<file path="config.mk">
export PLATFORM = sky130hd
export DESIGN_NAME = edge_event_scheduler
export DESIGN_NICKNAME = d
export VERILOG_FILES = /design/src/rtl/edge_event_scheduler.sv
export SDC_FILE = /design/constraint.sdc
export NUM_CORES = 1
export LEC_CHECK = 0
export BUFFER_PORTS_ARGS = -buffer_cell sky130_fd_sc_hd__buf_2
export CORE_MARGIN = 3
export CORE_UTILIZATION = 58
export CTS_BUF_LIST = sky130_fd_sc_hd__clkbuf_16
export CTS_CLUSTER_DIAMETER = 60
export DETAILED_ROUTE_END_ITERATION = 8
export HOLD_SLACK_MARGIN = 0.02
export PLACE_DENSITY = 0.79
export SYNTH_ARGS = -nofsm -noshare
export SYNTH_HDL_FRONTEND = slang
export SYNTH_SLANG_ARGS = --single-unit
</file>
<file path="constraint.sdc">
create_clock -name clk_i -period 1.7 [get_ports clk_i]
set_input_delay 0.255 -clock clk_i [delete_from_list [all_inputs] [get_ports clk_i]]
set_output_delay 0.255 -clock clk_i [all_outputs]
set_load 0.05 [all_outputs]
</file>
<file path="src/rtl/edge_event_scheduler.sv">
// Round-robin scheduler that funnels per-source event counts through one
// edge/ack crossing channel, one edge in flight at a time.
module edge_event_scheduler #(
  parameter int  NumSrc     = 4,
  parameter int  CntWidth   = 3,
  parameter int  AckTimeout = 256,
  localparam int IdW        = $clog2(NumSrc)
) (
  input  logic              clk_i,
  input  logic              rst_ni,
  input  logic              enable_i,
  input  logic [NumSrc-1:0] event_i,
  input  logic              ack_i,
  input  logic              clr_i,
  output logic              edge_o,
  output logic [IdW-1:0]    src_id_o,
  output logic              busy_o,
  output logic [NumSrc-1:0] pending_o,
  output logic [NumSrc-1:0] overflow_o,
  output logic              timeout_o
);

  localparam int              TmrW    = (AckTimeout > 1) ? $clog2(AckTimeout) : 1;
  localparam logic [TmrW-1:0] TmrLast = TmrW'(AckTimeout - 1);

  typedef enum logic [1:0] {
    IDLE     = 2'd0,
    SEND     = 2'd1,
    WAIT_ACK = 2'd2
  } state_e;

  state_e              state_q, state_d;
  logic [CntWidth-1:0] cnt_q [NumSrc];
  logic [CntWidth-1:0] cnt_d [NumSrc];
  logic [NumSrc-1:0]   nonzero;
  logic [NumSrc-1:0]   dec_vec;
  logic [NumSrc-1:0]   ovf_set;
  logic [2*NumSrc-1:0] nz_rot;
  logic [IdW-1:0]      rr_ptr_q;
  logic [IdW-1:0]      src_id_q;
  logic [IdW-1:0]      winner;
  logic                any_pending;
  logic                grant;
  logic                tmo_hit;
  logic [TmrW-1:0]     timer_q;

  // Saturating up/down step; MSB of the result flags a dropped increment.
  function automatic logic [CntWidth:0] sat_step(input logic [CntWidth-1:0] c,
                                                 input logic inc,
                                                 input logic dec);
    logic [CntWidth:0] r;
    r = {1'b0, c};
    if (inc && !dec) begin
      if (&c) r = {1'b1, c};
      else    r = {1'b0, c + CntWidth'(1)};
    end else if (dec && !inc) begin
      r = {1'b0, c - CntWidth'(1)};
    end
    return r;
  endfunction

  function automatic logic [IdW-1:0] wrap_add(input logic [IdW-1:0] base,
                                              input logic [IdW:0]   off);
    logic [IdW:0] s;
    s = {1'b0, base} + off;
    if (s >= (IdW+1)'(NumSrc)) s = s - (IdW+1)'(NumSrc);
    return s[IdW-1:0];
  endfunction

  // Arbitration: rotate the nonzero map so bit 0 is the rr pointer.
  always_comb begin
    nonzero = '0;
    for (int k = 0; k < NumSrc; k++) nonzero[k] = (cnt_q[k] != '0);
  end

  assign nz_rot      = {nonzero, nonzero} >> rr_ptr_q;
  assign any_pending = |nonzero;
  assign grant       = (state_q == IDLE) && enable_i && any_pending;

  always_comb begin
    winner = rr_ptr_q;
    for (int i = NumSrc - 1; i >= 0; i--) begin
      if (nz_rot[i]) winner = wrap_add(rr_ptr_q, (IdW+1)'(i));
    end
  end

  // Counter update: increment from events, decrement on the SEND cycle.
  always_comb begin
    dec_vec = '0;
    ovf_set = '0;
    for (int k = 0; k < NumSrc; k++) begin
      dec_vec[k] = (state_q == SEND) && (src_id_q == IdW'(k));
      {ovf_set[k], cnt_d[k]} = sat_step(cnt_q[k], event_i[k], dec_vec[k]);
    end
  end

  if (AckTimeout != 0) begin : g_tmo
    assign tmo_hit = (state_q == WAIT_ACK) && !ack_i && (timer_q == TmrLast);
  end else begin : g_no_tmo
    assign tmo_hit = 1'b0;
  end

  always_ff @(posedge clk_i or negedge rst_ni) begin
    if (!rst_ni) state_q <= IDLE;
    else         state_q <= state_d;
  end

  always_comb begin
    state_d = state_q;
    unique case (state_q)
      IDLE:     if (grant) state_d = SEND;
      SEND:     state_d = WAIT_ACK;
      WAIT_ACK: if (ack_i || tmo_hit) state_d = IDLE;
      default:  state_d = IDLE;
    endcase
  end

  always_comb begin
    edge_o = 1'b0;
    busy_o = 1'b0;
    unique case (state_q)
      SEND: begin
        edge_o = 1'b1;
        busy_o = 1'b1;
      end
      WAIT_ACK: busy_o = 1'b1;
      default: ;
    endcase
  end

  // Registered counters, pointer, grant index, ack timer and sticky flags.
  always_ff @(posedge clk_i or negedge rst_ni) begin
    if (!rst_ni) begin
      for (int k = 0; k < NumSrc; k++) cnt_q[k] <= '0;
      rr_ptr_q   <= '0;
      src_id_q   <= '0;
      timer_q    <= '0;
      overflow_o <= '0;
      timeout_o  <= 1'b0;
    end else begin
      for (int k = 0; k < NumSrc; k++) cnt_q[k] <= cnt_d[k];
      if (grant)            src_id_q <= winner;
      if (state_q == SEND)  rr_ptr_q <= wrap_add(src_id_q, (IdW+1)'(1));
      timer_q    <= (state_q == WAIT_ACK) ? timer_q + TmrW'(1) : '0;
      overflow_o <= (overflow_o & ~{NumSrc{clr_i}}) | ovf_set;
      timeout_o  <= (timeout_o & ~clr_i) | tmo_hit;
    end
  end

  assign src_id_o  = src_id_q;
  assign pending_o = nonzero;

  a_no_back_to_back: assert property (@(posedge clk_i) disable iff (!rst_ni)
    edge_o |=> !edge_o);

  a_edge_has_event: assert property (@(posedge clk_i) disable iff (!rst_ni)
    edge_o |-> (cnt_q[src_id_q] != '0));

endmodule

</file>
; Yosys cells after proc, flatten, opt, wreduce, memory -nomap -nowiden
; Cells that the tools add are included.
; Widths: inputs -> output; s select.
[op_classes]
mul = 0
n_mux = 27
bitwise_logic = 6
reduce_logical = 47
n_lt_le_gt_ge = 5
div_mod_pow = 0
shift = 1
eq_ne = 12
addsub = 18
[ops]
columns = op, n
row1 = $mux 4, 8
row2 = $mux 2, 11
row3 = $logic_and 1x1->1, 16
row4 = $add 3x1->3 const B, 4
row5 = $ge 3x3->1 const B, 4
row6 = $mux 3, 4
row7 = $ne 2x2->1 const B, 6
row8 = $reduce_and 3->1, 4
row9 = $reduce_bool 3->1, 4
row10 = $sub 3x1->3 const B, 4
row11 = $reduce_and 2->1, 5
row12 = $sub 2x1->2 const B, 5
row13 = $logic_not 1->1, 9
row14 = $add 8x1->8 const B, 1
row15 = $eq 8x8->1 const B, 1
row16 = $mux 8, 1
row17 = $reduce_bool 2->1, 4
row18 = $shr 8x2->4, 1
row19 = $add 2x1->3 const B, 2
row20 = $add 2x2->3 const B, 2
row21 = $eq 2x2->1 const B, 3
row22 = $pmux 2 s3, 1
row23 = $and 4x4->4, 1
row24 = $eq 2x1->1 const B, 2
row25 = other kinds (11), 13
[word_totals]
memories = 0
out_inout_bits = 13
elab_cells = 126
ram_bits = 0
romBits = 0
latchBits = 0
regBits = 31

; Depth between registers and ports, before layout
[logic_depth]
ltp_word = 7
depth_mapped = 7

; Least setup slack after synthesis
; Ideal clock, no wire load.
[synth_timing]
path_type = reg-to-reg
from = register cnt_q[1] in the netlist's numbering
to = register src_id_q[0] (netlist: src_id_o[0])
path_slack_ns = -0.147
path_buffers = 1
t_arrival_ns = 1.764
synth_period_minus_slack_ns = 1.847
setup_time_ns = 0.082
path_stages_with_launch = 8
path_cell_list = dfrtp_1 > inv_1 > ha_1 > nand2b_1 > clkbuf_1 > o22ai_1 > a22o_1 > o22ai_1
[synth_via]
elab_chain_cells = 6
word_cells_on_any_way = 8
classes_between = shift (1) / mux (4) / reduce/logical (3)
[synth_lines]
columns = item, line
row1 = start: declaration, 33  ; logic [CntWidth-1:0] cnt_q [NumSrc];
row2 = $reduce_bool 3->1 (*), 73  ; for (int k = 0; k < NumSrc; k++) nonzero[k] = (cnt_q[k] != '0);
row3 = named net pending_o[3], 18  ; output logic [NumSrc-1:0] pending_o,
row4 = $shr 8x2->4, 76  ; assign nz_rot = {nonzero, nonzero} >> rr_ptr_q;
row5 = $mux 2 (4 in series), 83  ; if (nz_rot[i]) winner = wrap_add(rr_ptr_q, (IdW+1)'(i));
row6 = end signal: assignment, 142  ; if (grant) src_id_q <= winner;
row7 = end: declaration, 40  ; logic [IdW-1:0] src_id_q;
; Mark *: on every way through the listed nets, which the timed path passes. The rest lies on a longest branch.
; A chain may end at the register's enable or synchronous reset.

; Worst setup path after layout
[layout_timing]
from = register cnt_q[4] in the netlist's numbering
to = register state_q[1]
[layout_via]
elab_chain_cells = 5
[layout_lines]
columns = item, line
row1 = $reduce_bool 3->1, 73
row2 = $reduce_or 4->1, 77  ; assign any_pending = |nonzero;
row3 = $logic_and 1x1->1, 78  ; assign grant = (state_q == IDLE) && enable_i && any_pending;
row4 = $ne 2x2->1 (no source line), --
row5 = $reduce_and 2->1 (no source line), --
row6 = end signal: assignment, 105  ; else state_q <= state_d;
row7 = end: declaration, 32  ; state_e state_q, state_d;
; Every way passes these cells.

==> qor.yml <==
hold_slack_ps: 19.2
setup_viol: 0
wl_met3_um: 180
ir_worst_vdd_mv: 1.06
synth_cell_types: 41
antenna_found_initial: 0
ys_ff_latch: 31
regToRegSetupSlack_ps: 20
dieWidth_um: 65.5
yosysSeqAreaShare_pct: 37.8
antenna_cells: 0
utilization_pct: 78.0
clock_skew_ps: 3.51
clock.fmax_mhz: 597
outcome: "complete, no violations"
maxCapViolCount: 0
root_buffer: "clkbuf_16"
cp-start-kind: "flip-flop"
dpl.hpwl_um: 2880
synth_warnings: 0
start_util_pct: 64.0
grt_start_max_net_pins: 32
finalMaxSlewViolations: 0
final.period_utilization_pct: 98.6
cts_max_level: 2
synthFlopType: "dfrtp_1"
drc: 0
fillers: 228
p_leak_nw: 1.19
clk_pin_slew_ps: 50
cp-end-kind: "flip-flop"
register_area_um2: 776
synth_edf_count: 0
nNetsFinal: 288
async_flop_share_pct: 100
grt_pass1_vias: 1646
drt_wl_total_um: 4580
rsz0062_at_grt: "yes"
grt_pass1_wl_um: 7310
die_y_um: 65.5
syn_avg_cell_area_um2: 9.41
syn_inst: 218
multi_input_comb_area_um2: 1190
io_buffers: 21
cp.required_ps: 1850
drtIter0Drc: 117
worst-path-max-fanout: 3
overflow: 0
num_vias: 1705
min_path_type: "in2async"
drive_gt1_share_pct: 22.0
die-area_um2: 4290
cts_hold_buf: 0
route.met2.wl_um: 2390
grtUsageTotal_pct: 22.7
cts.sinks: 31
cp.arrival_ps: 1830
antenna_left: 0
netlist_area_um2: 2050
tightest_slew_ps: 695
drt_first_pass_iters: 4
top_layer: "met4"
hold_violations: 0
cts_max_path_buffers: 2
cts_buffers: 5
period_needed_ps: 1680
pwr_density_cell_nw_per_um2: 2040
place.gp.congestion: 0.820
syn_nets: 252
insertion_delay_ps: 280
synthToLayoutAreaGrowth_pct: 21.8
wl_per_cell_um: 15.3
via_per_inst: 5.70
row_count: 20
cts_tree: "yes"
met1_length_um: 1910
power_w: 0.00509
crit_type: "reg2reg"
pin_count: 22
slew_headroom_pct: 53.7
coreArea_um2: 3200
==> area by class of cell <==
cell class / count / area share (%)
Multi-Input combinational cell: 160 / 47.8
Clock inverter: 3 / 1.55
Sequential cell: 31 / 31.0
Tap cell: 44 / 2.20
Clock buffer: 5 / 5.01
Inverter: 20 / 3.00
Timing Repair Buffer: 36 / 9.36
==> synthesized netlist by cell type (3+ instances only) <==
cell type | number | area [um2]
nand2_1 | 14 | 52.6
a31oi_1 | 8 | 50.1
o22ai_1 | 5 | 31.3
ha_1 | 25 | 313
o21ai_0 | 13 | 65.1
dfrtp_1 | 31 | 776
and2_1 | 7 | 43.8
nand3_1 | 8 | 40.0
a21oi_1 | 19 | 95.1
inv_1 | 19 | 71.3
mux2i_1 | 5 | 50.1
xor2_1 | 3 | 26.3
o211ai_1 | 3 | 22.5
nor2_1 | 13 | 48.8
xnor2_1 | 6 | 52.6
nand2b_1 | 6 | 37.5
clkbuf_1 | 4 | 15.0
==> what timing repair did <==
item / CTS / global route
resized for setup: 6 / 8
pin swaps: 0 / 3
hold endpoints to repair: 0 / 0
setup endpoints to repair: 7 / 7
setup buffers: 2 / 7
==> path summary, 6_finish.rpt <==
kind                                       from                      end  depth (start not counted)
max                        cnt_q[4]$_DFFE_PN0P_   state_q[1]$_DFFE_PN0P_                          6
min                                      rst_ni     timer_q[2]$_DFF_PN0_                          1
max reg2reg                cnt_q[4]$_DFFE_PN0P_   state_q[1]$_DFFE_PN0P_                          6
min reg2reg                timer_q[0]$_DFF_PN0_     timer_q[0]$_DFF_PN0_                          1
max in group asynchronous                rst_ni  rr_ptr_q[1]$_DFFE_PN0P_                          1
min in group clk_i                   event_i[3]     cnt_q[2]$_DFFE_PN0P_                          2
==> where the power goes <==
group          leakage, nW  switching (W)  internal (W)  total [W]
logic                0.716        0.00168       0.00114    0.00282
registers            0.394       0.000270       0.00100    0.00127
clock network       0.0812       0.000316      0.000682   0.000999
total                 1.19        0.00226       0.00283    0.00509
==> per-layer routing <==
metal	up-vias	track usage, %
li1	832	-
met4	0	10.6
met5	-	0
met2	32	39.6
met1	829	25.6
met3	12	5.98
==> state kept, by name (all words and copies together), names as in the netlist <==
signal and cells:
timeout_o 1, cnt_q 12, state_q 2, rr_ptr_q 2, overflow_o 4, timer_q 8
src_id_o 2
==> kinds of logic (layout without fill, tap and decap cells) <==
family                     after synthesis  count (layout)  synth area share, %
buffers and inverters                   27              64                 5.43
adders and majority gates               25              25                 15.3
muxes                                    8               8                 4.09
AOI/OAI and AO/OA                       60              60                 18.9
xor gates and xnor gates                 9               9                 3.84
DFF                                     31              31                 37.8
and+or+nand+nor                         58              58                 14.7
==> worst max-delay path, cell delays in order, from the launching register on <==
cell and delay [ps]:
dfrtp_1 410, inv_2 70, ha_2 160, nand4bb_1 190, o31ai_4 300, a21oi_2 110
mux2_1 330
==> stage by stage <==
stage / instances / setup TNS [ps] / cell area, um2 / worst slack [ps]
final: 299 / 0 / 2500 / 24.0
after global routing: 299 / -139 / 2500 / -56.0
after CTS: 292 / 0 / 2420 / 0.979
after detailed placement: 282 / 0 / 2220 / 54.2
after global placement: 282 / 0 / 2220 / 97.4
after floorplan: 218 / 0 / 2050 / 5.08
==> placed cells by master, fill, tap and decap left out, types with 2 or more instances in the layout <==
cell type  netlist  routed
dfrtp_1         31      31
ha_1            25      23
a21oi_1         19      18
inv_1           19      17
buf_4            0      17
buf_2            2      16
nand2_1         14      14
o21ai_0         13      13
nor2_1          13      13
nand3_1          8       8
a31oi_1          8       8
and2_1           7       7
xnor2_1          6       6
nand2b_1         6       5
o22ai_1          5       5
mux2i_1          5       5
clkbuf_16        0       5
inv_2            1       3
xor2_1           3       3
o211ai_1         3       3
or3_1            2       2
nor2b_1          2       2
a21oi_2          1       2
mux2_1           2       2
nand3b_1         2       2
clkbuf_4         0       2
Power figures use the tool's default switching activity.
